[config.mk]
export PLATFORM = sky130hd
export DESIGN_NAME = psram_seq
export DESIGN_NICKNAME = d
export VERILOG_FILES = /design/src/rtl/psram_seq.sv
export SDC_FILE = /design/constraint.sdc
export NUM_CORES = 1
export LEC_CHECK = 0
export BUFFER_PORTS_ARGS = -buffer_cell sky130_fd_sc_hd__buf_4
export CORE_ASPECT_RATIO = 1.2
export CORE_MARGIN = 10
export CORE_UTILIZATION = 58
export DETAILED_ROUTE_END_ITERATION = 8
export PLACE_DENSITY_LB_ADDON = 0.25
export SETUP_SLACK_MARGIN = 0.15
export SYNTH_ARGS = -nofsm -noshare
export SYNTH_HDL_FRONTEND = slang
export SYNTH_SLANG_ARGS = --single-unit
export TNS_END_PERCENT = 30
[constraint.sdc]
create_clock -name clk_i -period 4 [get_ports clk_i]
set_input_delay 0.8 -clock clk_i [delete_from_list [all_inputs] [get_ports clk_i]]
set_output_delay 0.8 -clock clk_i [all_outputs]
set_load 0.005 [all_outputs]
[src/rtl/psram_seq.sv]
// psram_seq - Octal-DDR PSRAM transaction sequencer.
//
// Turns one burst request from the bus front end into the pin-level CE#/SCK/DQ/DQS
// sequence: CMD (2 bytes), ADDR (4 bytes), latency, then write or read data, then a
// CE# recovery gap. SCK runs at clk_i/2 and one DQ byte moves per clk_i cycle.
// Every pin output and every status output is registered.
//
// Ports
//   clk_i, rst_i                 clock, synchronous active-high reset
//   req_valid_i/req_ready_o      burst request handshake (ready only in IDLE)
//   req_wr_i, req_addr_i,        write/read select, byte address, SCK data cycles-1
//   req_len_i
//   wdata_valid_i/wdata_ready_o, write byte stream; ready marks the fetch cycle
//   wdata_i
//   rdata_valid_o, rdata_o       read byte stream, no backpressure
//   done_o, err_o                end-of-burst pulse, read-timeout flag
//   psram_*                      pad-side out/en/in signals for CE#, SCK, DQ, DQS/DM
module psram_seq #(
  parameter int LAT_CYC  = 5,
  parameter int LEN_W    = 8,
  parameter int TCPH_CYC = 4,
  parameter int RD_TMO   = 64
) (
  input  logic             clk_i,
  input  logic             rst_i,
  input  logic             req_valid_i,
  output logic             req_ready_o,
  input  logic             req_wr_i,
  input  logic [31:0]      req_addr_i,
  input  logic [LEN_W-1:0] req_len_i,
  input  logic             wdata_valid_i,
  output logic             wdata_ready_o,
  input  logic [7:0]       wdata_i,
  output logic             rdata_valid_o,
  output logic [7:0]       rdata_o,
  output logic             done_o,
  output logic             err_o,
  output logic             psram_ce_o,
  output logic             psram_sck_o,
  output logic [7:0]       psram_io_out_o,
  output logic [7:0]       psram_io_en_o,
  input  logic [7:0]       psram_io_in_i,
  output logic             psram_dqs_out_o,
  output logic             psram_dqs_en_o,
  input  logic             psram_dqs_in_i
);

  localparam int CNT_MAX  = (2*LAT_CYC > TCPH_CYC) ? ((2*LAT_CYC > 4) ? 2*LAT_CYC : 4)
                                                   : ((TCPH_CYC > 4) ? TCPH_CYC : 4);
  localparam int CNT_W    = $clog2(CNT_MAX + 1);
  localparam int TMO_W    = $clog2(RD_TMO + 1);
  localparam int LAT_LAST = 2*LAT_CYC - 1;
  localparam logic ONE_CEHI = (TCPH_CYC == 1);

  typedef enum logic [2:0] {
    S_IDLE, S_CMD, S_ADDR, S_LAT, S_WDATA, S_RDATA, S_CEHI
  } state_t;

  state_t           state_r;
  logic [CNT_W-1:0] cnt_r;
  logic [LEN_W:0]   bcnt_r;      // one bit wider than len so a full-length burst fits
  logic [TMO_W-1:0] tmo_r;
  logic             wr_r;
  logic [31:0]      addr_r;
  logic [LEN_W-1:0] len_r;
  logic             wreq_r;      // this cycle fetches the byte driven next cycle
  logic             dqs_d_r;
  logic             err_pend_r;
  logic             ready_r, ce_r, sck_r, dqs_en_r;
  logic [7:0]       io_out_r, io_en_r, rdata_r;
  logic             rvalid_r, done_r, err_r;

  logic [LEN_W:0]   last_s;
  logic             wstall_s;
  logic             dqs_edge_s;

  // Index of the final byte: 2*(len+1)-1.
  assign last_s     = {len_r, 1'b1};
  // Only even-slot bytes may be held back by the front end.
  assign wstall_s   = wreq_r & ~bcnt_r[0] & ~wdata_valid_i;
  assign dqs_edge_s = psram_dqs_in_i ^ dqs_d_r;

  // Address byte i of the burst; the device needs an even byte address.
  function automatic logic [7:0] addr_byte(input logic [31:0] a, input logic [1:0] i);
    case (i)
      2'd0:    addr_byte = a[31:24];
      2'd1:    addr_byte = a[23:16];
      2'd2:    addr_byte = a[15:8];
      2'd3:    addr_byte = a[7:0] & 8'hFE;
      default: addr_byte = 8'h00;
    endcase
  endfunction

  // Sequencer FSM; every output register is loaded with its value for the next cycle.
  always_ff @(posedge clk_i) begin
    if (rst_i) begin
      state_r    <= S_IDLE;
      cnt_r      <= '0;
      bcnt_r     <= '0;
      tmo_r      <= '0;
      wr_r       <= 1'b0;
      addr_r     <= 32'h0;
      len_r      <= '0;
      wreq_r     <= 1'b0;
      dqs_d_r    <= psram_dqs_in_i;
      err_pend_r <= 1'b0;
      ready_r    <= 1'b1;
      ce_r       <= 1'b1;
      sck_r      <= 1'b0;
      dqs_en_r   <= 1'b0;
      io_out_r   <= 8'h00;
      io_en_r    <= 8'h00;
      rdata_r    <= 8'h00;
      rvalid_r   <= 1'b0;
      done_r     <= 1'b0;
      err_r      <= 1'b0;
    end else begin
      dqs_d_r  <= psram_dqs_in_i;
      rvalid_r <= 1'b0;
      done_r   <= 1'b0;
      err_r    <= 1'b0;
      case (state_r)
        S_IDLE: begin
          if (req_valid_i) begin
            wr_r       <= req_wr_i;
            addr_r     <= req_addr_i;
            len_r      <= req_len_i;
            state_r    <= S_CMD;
            cnt_r      <= '0;
            bcnt_r     <= '0;
            err_pend_r <= 1'b0;
            ready_r    <= 1'b0;
            ce_r       <= 1'b0;
            sck_r      <= 1'b0;
            io_out_r   <= req_wr_i ? 8'h80 : 8'h00;
            io_en_r    <= 8'hFF;
          end
        end
        S_CMD: begin
          sck_r <= ~sck_r;
          if (cnt_r == '0) begin
            cnt_r <= cnt_r + 1'b1;
          end else begin
            state_r  <= S_ADDR;
            cnt_r    <= '0;
            io_out_r <= addr_byte(addr_r, 2'd0);
          end
        end
        S_ADDR: begin
          sck_r <= ~sck_r;
          if (cnt_r != CNT_W'(3)) begin
            cnt_r    <= cnt_r + 1'b1;
            io_out_r <= addr_byte(addr_r, cnt_r[1:0] + 2'd1);
          end else begin
            state_r  <= S_LAT;
            cnt_r    <= '0;
            io_out_r <= 8'h00;
            io_en_r  <= 8'h00;
          end
        end
        S_LAT: begin
          if (cnt_r != CNT_W'(LAT_LAST)) begin
            cnt_r  <= cnt_r + 1'b1;
            sck_r  <= ~sck_r;
            // The first write byte is fetched during the last latency cycle.
            wreq_r <= wr_r && (cnt_r == CNT_W'(LAT_LAST - 1));
          end else if (wr_r) begin
            state_r  <= S_WDATA;
            io_en_r  <= 8'hFF;
            dqs_en_r <= 1'b1;
          end else begin
            state_r <= S_RDATA;
            sck_r   <= ~sck_r;
            tmo_r   <= '0;
          end
        end
        S_WDATA: begin
          if (!wreq_r) begin
            state_r  <= S_CEHI;
            cnt_r    <= '0;
            ce_r     <= 1'b1;
            sck_r    <= 1'b0;
            io_out_r <= 8'h00;
            io_en_r  <= 8'h00;
            dqs_en_r <= 1'b0;
            done_r   <= ONE_CEHI;
          end
        end
        S_RDATA: begin
          if (dqs_edge_s) begin
            rvalid_r <= 1'b1;
            rdata_r  <= psram_io_in_i;
            tmo_r    <= '0;
            bcnt_r   <= bcnt_r + 1'b1;
            if (bcnt_r == last_s) begin
              state_r <= S_CEHI;
              cnt_r   <= '0;
              ce_r    <= 1'b1;
              sck_r   <= 1'b0;
              done_r  <= ONE_CEHI;
            end else begin
              sck_r <= ~sck_r;
            end
          end else if (tmo_r == TMO_W'(RD_TMO - 1)) begin
            state_r    <= S_CEHI;
            cnt_r      <= '0;
            ce_r       <= 1'b1;
            sck_r      <= 1'b0;
            err_pend_r <= 1'b1;
            done_r     <= ONE_CEHI;
            err_r      <= ONE_CEHI;
          end else begin
            tmo_r <= tmo_r + 1'b1;
            sck_r <= ~sck_r;
          end
        end
        S_CEHI: begin
          if (cnt_r == CNT_W'(TCPH_CYC - 1)) begin
            state_r <= S_IDLE;
            ready_r <= 1'b1;
          end else begin
            cnt_r <= cnt_r + 1'b1;
            if (cnt_r == CNT_W'(TCPH_CYC - 2)) begin
              done_r <= 1'b1;
              err_r  <= err_pend_r;
            end
          end
        end
        default: begin
          state_r <= S_IDLE;
          ready_r <= 1'b1;
          ce_r    <= 1'b1;
          sck_r   <= 1'b0;
          io_en_r <= 8'h00;
        end
      endcase
      // Write byte fetch: odd-slot bytes are taken unconditionally.
      if (wreq_r) begin
        if (wstall_s) begin
          sck_r <= 1'b0;
        end else begin
          io_out_r <= wdata_i;
          sck_r    <= bcnt_r[0];
          bcnt_r   <= bcnt_r + 1'b1;
          wreq_r   <= (bcnt_r != last_s);
        end
      end
    end
  end

  assign req_ready_o     = ready_r;
  assign wdata_ready_o   = wreq_r;
  assign rdata_valid_o   = rvalid_r;
  assign rdata_o         = rdata_r;
  assign done_o          = done_r;
  assign err_o           = err_r;
  assign psram_ce_o      = ce_r;
  assign psram_sck_o     = sck_r;
  assign psram_io_out_o  = io_out_r;
  assign psram_io_en_o   = io_en_r;
  assign psram_dqs_out_o = 1'b0;
  assign psram_dqs_en_o  = dqs_en_r;

endmodule
# Word level (Yosys, flattened, before mapping)
# Cells that the tools add are included.
totals:
  regBits: 98
  in_bits: 62
  out_inout_bits: 33
  word_cells: 171
op_classes:
  addsub: 4
  eq_ne: 35
  muxes: 74
  bitwise: 12
  n_reduce_logical: 26
op_table:
  columns: ["op", "count"]
  rows:
  - ["$mux 8", 12]
  - ["$pmux 8 s4", 2]
  - ["$pmux 8 s5", 1]
  - ["$mux 4", 9]
  - ["$mux 9", 4]
  - ["$mux 7", 4]
  - ["$pmux 4 s7", 1]
  - ["$mux 3", 9]
  - ["$ne 2x2->1 const B", 13]
  - ["$mux 1", 24]
  - ["$pmux 3 s7", 1]
  - ["$pmux 9 s2", 1]
  - ["$pmux 7 s2", 1]
  - ["$ne 3x3->1 const B", 4]
  - ["$reduce_and 4->1", 3]
  - ["$add 9x1->9 const B", 1]
  - ["$eq 3x3->1 const B", 3]
  - ["$eq 9x9->1", 1]
  - ["$ne 9x9->1", 1]
  - ["$not 1->1", 9]
  - ["$eq 4x2->1 const B", 2]
  - ["$ne 4x4->1 const B", 2]
  - ["$reduce_and 8->1", 1]
  - ["$reduce_or 4->1", 2]
  - ["other kinds (30)", 40]

# Longest topological paths before layout
logic_depth:
  ltp_word: 7
  depth_mapped: 7
  mapped_depth_nobuf: 7

# Worst setup path after synthesis
# OpenSTA, ideal clock, no wires.
synth_path:
  path_kind: "register to register"
  start: "register cnt_r[0]"
  end: "register state_r[1]"
  setup_ps: 123
  t_arrival_ps: 1985
  required_time_ps: 3877
  setup_slack_ps: 1892
  stages_incl_launch_ff: 7
  path_buffers: 0
  period_less_slack_ps: 2108
  path_cell_list: "dfxtp_1 > ha_1 > or4b_4 > a21oi_4 > nor3_2 > a2111oi_4 > mux2_1"
synth_between:
  elab_chain_len: 3
  elab_cells_between_ends: 9
  cone_classes: "eq/ne: 7; reduce/logical: 2"
synth_rtl:
  columns: ["element", "line_no", "source"]
  rows:
  - ["from (decl)", "60", "logic [CNT_W-1:0] cnt_r;"]
  - ["from (signal assigned)", "142", "cnt_r <= cnt_r + 1'b1;"]
  - ["from (signal assigned)", "152", "cnt_r <= cnt_r + 1'b1;"]
  - ["from (signal assigned)", "163", "cnt_r <= cnt_r + 1'b1;"]
  - ["$eq 4x2->1 (tied with other cells)", "218", "if (cnt_r == CNT_W'(TCPH_CYC - 1)) begin"]
  - ["$ne 2x2->1 (no line)", null, null]
  - ["$reduce_and 8->1 (no line) (*)", null, null]
  - ["to (signal assigned)", "205", "state_r <= S_CEHI;"]
  - ["to (signal assigned)", "219", "state_r <= S_IDLE;"]
  - ["to (signal assigned)", "230", "state_r <= S_IDLE;"]
  - ["to (decl)", "59", "state_t state_r;"]
# Every way passes the cells marked *; elsewhere a longest branch is shown, timed or not.
# A chain may end at the register's enable or synchronous reset.

# Final worst setup path
layout_path:
  start: "register state_r[1]"
  end: "register state_r[2]"
layout_between:
  elab_chain_len: 3
  elab_cells_between_ends: 17
  cone_classes: "eq/ne: 14; mux: 1; reduce/logical: 2"
layout_rtl:
  columns: ["element", "line_no", "source"]
  rows:
  - ["from (signal assigned)", "97", "state_r <= S_IDLE;"]
  - ["from (signal assigned)", "128", "state_r <= S_CMD;"]
  - ["from (signal assigned)", "144", "state_r <= S_ADDR;"]
  - ["$eq 3x3->1 (tied with other cells)", "122", "case (state_r)"]
  - ["$ne 3x3->1 (no line) or $ne 2x2->1 (tied branches)", null, null]
  - ["$reduce_and 8->1 (no line)", null, null]
# Parallel ways exist; a longest one is shown, timed or not.

==> results.py <==
metrics = {
    "sta": {
        "finalCritPeriodShare": 0.674,
        "report.final.slew_viol_count": 0,
        "rsz0062_at_grt": "no",
        "worst_hold_slack_ps": 459,
        "tightest_slew_ps": 945,
        "slew_headroom": 0.370,
        "layout_min_cycle_time_ps": 2700,
        "setup_viol": 0,
        "clock.fmax_mhz": 371,
        "finClkSkew_ps": 15.4,
        "tns_ps": 0,
        "hold_viol": 0,
    },
    "synthesis": {
        "synthSimpleGateAreaFrac": 0.240,
        "synth_fp_nets": 604,
        "synthFlopType": "dfxtp_1",
        "synthCells": 535,
        "ys_ff_latch": 90,
        "async_flop_share": 0,
        "syn_area_per_cell_sq_um": 7.99,
        "ys_seq_area_frac": 0.421,
        "synth-edff-count": 0,
        "synthMuxAreaShare": 0.0120,
        "yosys_warnings": 0,
        "synth_top_family_by_area": "simple AND/OR/NAND/NOR gates",
        "yosysTopAreaCell": "dfxtp_1",
        "netlist_area_sq_um": 4280,
        "synth_top_area_share": 0.421,
        "post_synth_num_cell_types": 60,
        "synth_compound_gate_area_share": 0.231,
        "synthAdderAreaFrac": 0.0205,
        "synthXorXnorAreaFrac": 0.0205,
        "yosys-top-cells-area": "dfxtp_1 42%, nand2_1 9.7%, a21oi_1 8.9%, nor2_1 3.4%, clkbuf_1 2.2%",
    },
    "detailed_routing": {
        "ant_nets": 0,
        "via_per_inst": 5.93,
        "drc": 0,
        "totalWireLength_mm": 11.7,
        "dr.first_iter.drc_count": 406,
        "wl_per_cell_microns": 16.8,
        "vias": 4118,
        "dr.pass1.iters": 5,
    },
    "layout": {
        "final_nets": 669,
        "area_growth_pct": 20.5,
        "final_util": 0.713,
        "final_common_cell": "nand2_1",
        "antenna-diode-count": 0,
        "fin_area_sq_um": 5150,
        "drive_gt1_frac": 0.197,
        "final_cell_mix": "110 x nand2_1, 96 x buf_4, 90 x dfxtp_1, 76 x a21oi_1, 39 x nor2_1",
    },
    "floorplanning": {
        "die-area_sq_um": 11200,
        "start_util": 0.591,
        "rows": 34,
        "die_y_microns": 114,
        "ios": 95,
        "fp.dieW_microns": 98.4,
        "core_area_sq_um": 7230,
    },
    "setup_path": {
        "criticalPathCategory": "reg -> reg",
        "r2r_slack_ps": 1300,
        "endpoint_kind": "flip-flop",
        "r2r_cells": 5,
        "r2r_start": "state_r[1]",
        "crit_fanout": 25,
        "start_kind": "flip-flop",
        "startpoint": "state_r[1]",
        "critPathRequiredTime_ps": 4270,
        "crit_path_end": "state_r[2]",
        "arrival_ps": 2960,
        "rr_endpoint": "state_r[2]",
    },
    "clocking": {
        "htree_levels": 3,
        "numCtsBuffers": 9,
        "cts_tree": "yes",
        "cts_root_buffer": "clkbuf_8",
        "clock_latency_ps": 360,
        "cts_resized": 0,
        "cts.clk_slew.worst_paths_ps": 90,
        "postCtsSetupBuffers": 0,
        "clockBufferDepth": 2,
        "clkSinkCount": 90,
        "cts-hold-fix-buffers": 0,
    },
    "placement": {
        "gp_congestion": 0.861,
        "dp_hpwl_mm": 8.29,
        "port_buffers": 92,
        "dpl_cell_area_sq_um": 4910,
    },
    "grt": {
        "grt_pass1_wl_mm": 19.2,
        "antenna_found_initial": 0,
        "grt_pass1_vias": 4058,
        "overflow": 0,
        "grt_usage": 0.201,
        "grt_max_degree": 92,
    },
    "run": {
        "maxCapViolCount": 0,
    },
    "power": {
        "power_leakage_nw": 2.02,
        "ir_drop_mv": 0.370,
        "power.density_nw_per_um2": 519,
    },
    "status": {
        "outcome": "complete, no violations",
    },
    "min_path": {
        "hp-class": "reg -> reg",
    },
}
## cell usage after synthesis (4+ instances only)
library cell / number
a211oi_1: 9
a21oi_1: 76
a221oi_1: 8
a222oi_1: 7
buf_2: 7
buf_4: 8
clkbuf_1: 25
dfxtp_1: 90
ha_1: 7
inv_1: 7
mux2i_1: 4
nand2_1: 110
nand2b_1: 6
nand3_1: 9
nand3b_1: 5
nor2_1: 39
nor3_1: 17
o21ai_0: 17
o21ai_1: 6
o31ai_1: 5
or3_1: 5
xor2_1: 9
## state kept, by name (all words and copies together) (netlist names), 3 cells and up
name	count
state_r	3
addr_r	31
tmo_r	7
len_r	8
bcnt_r	9
rdata_o	8
cnt_r	4
psram_io_out_o	8
## worst min-delay path by stage
stage,startpoint,end,slack (ps),depth (start not counted)
after floorplan,tmo_r[6],tmo_r[6],420,2
after global placement,tmo_r[6],tmo_r[6],440,2
after detailed placement,addr_r[21],addr_r[21],450,2
after CTS,addr_r[21],addr_r[21],460,2
after global routing,addr_r[7],addr_r[7],470,2
final,addr_r[14],addr_r[14],460,2
## metal layers
layer	vias to the layer above	wire, microns	GRT usage
li1	2019	-	-
met1	1921	4820	0.240
met2	155	5690	0.327
met3	23	904	0.0586
met4	0	259	0.0900
met5	-	0	0
## layout make-up
| class | instances | area, sq um |
|---|---|---|
| Multi-Input combinational cell | 396 | 2250 |
| Fill cell | 591 | 2080 |
| Sequential cell | 90 | 1800 |
| Timing Repair Buffer | 96 | 721 |
| Clock buffer | 10 | 138 |
| Tap cell | 90 | 113 |
| Clock inverter | 5 | 103 |
| Inverter | 7 | 26.3 |
## per-stage QoR
step	setup WS, ps	cells	power (W)
3_5_place_dp	1360	679	0.00194
6_report	1300	694	0.00267
3_3_place_gp	1420	679	0.00191
2_1_floorplan	1890	535	0.00168
5_1_grt	1070	694	0.00281
4_1_cts	1340	694	0.00267
## power breakdown
| part | internal, W | switching [W] | total [W] |
|---|---|---|---|
| sequential | 0.00100 | 0.000131 | 0.00114 |
| clock | 0.000428 | 0.000323 | 0.000751 |
| combinational | 0.000328 | 0.000461 | 0.000789 |
| total | 0.00176 | 0.000915 | 0.00267 |
## cells by family (layout without fill, tap and decap cells)
kind of cell               count (synthesis)  count (layout)
xor gates and xnor gates                  10              10
AOI/OAI and AO/OA                        154             154
muxes                                      5               5
DFF                                       90              90
and+or+nand+nor                          219             219
other                                      1               1
adders and majority gates                  7               7
buffers and inverters                     49             118
## worst max-delay path: stages (launching register included)
cell	delay [ps]
dfxtp_1	920
and3b_1	320
nand2_1	390
o221ai_1	280
or3_1	430
o32ai_1	270
Note: power is estimated with default switching activity, not from simulation.
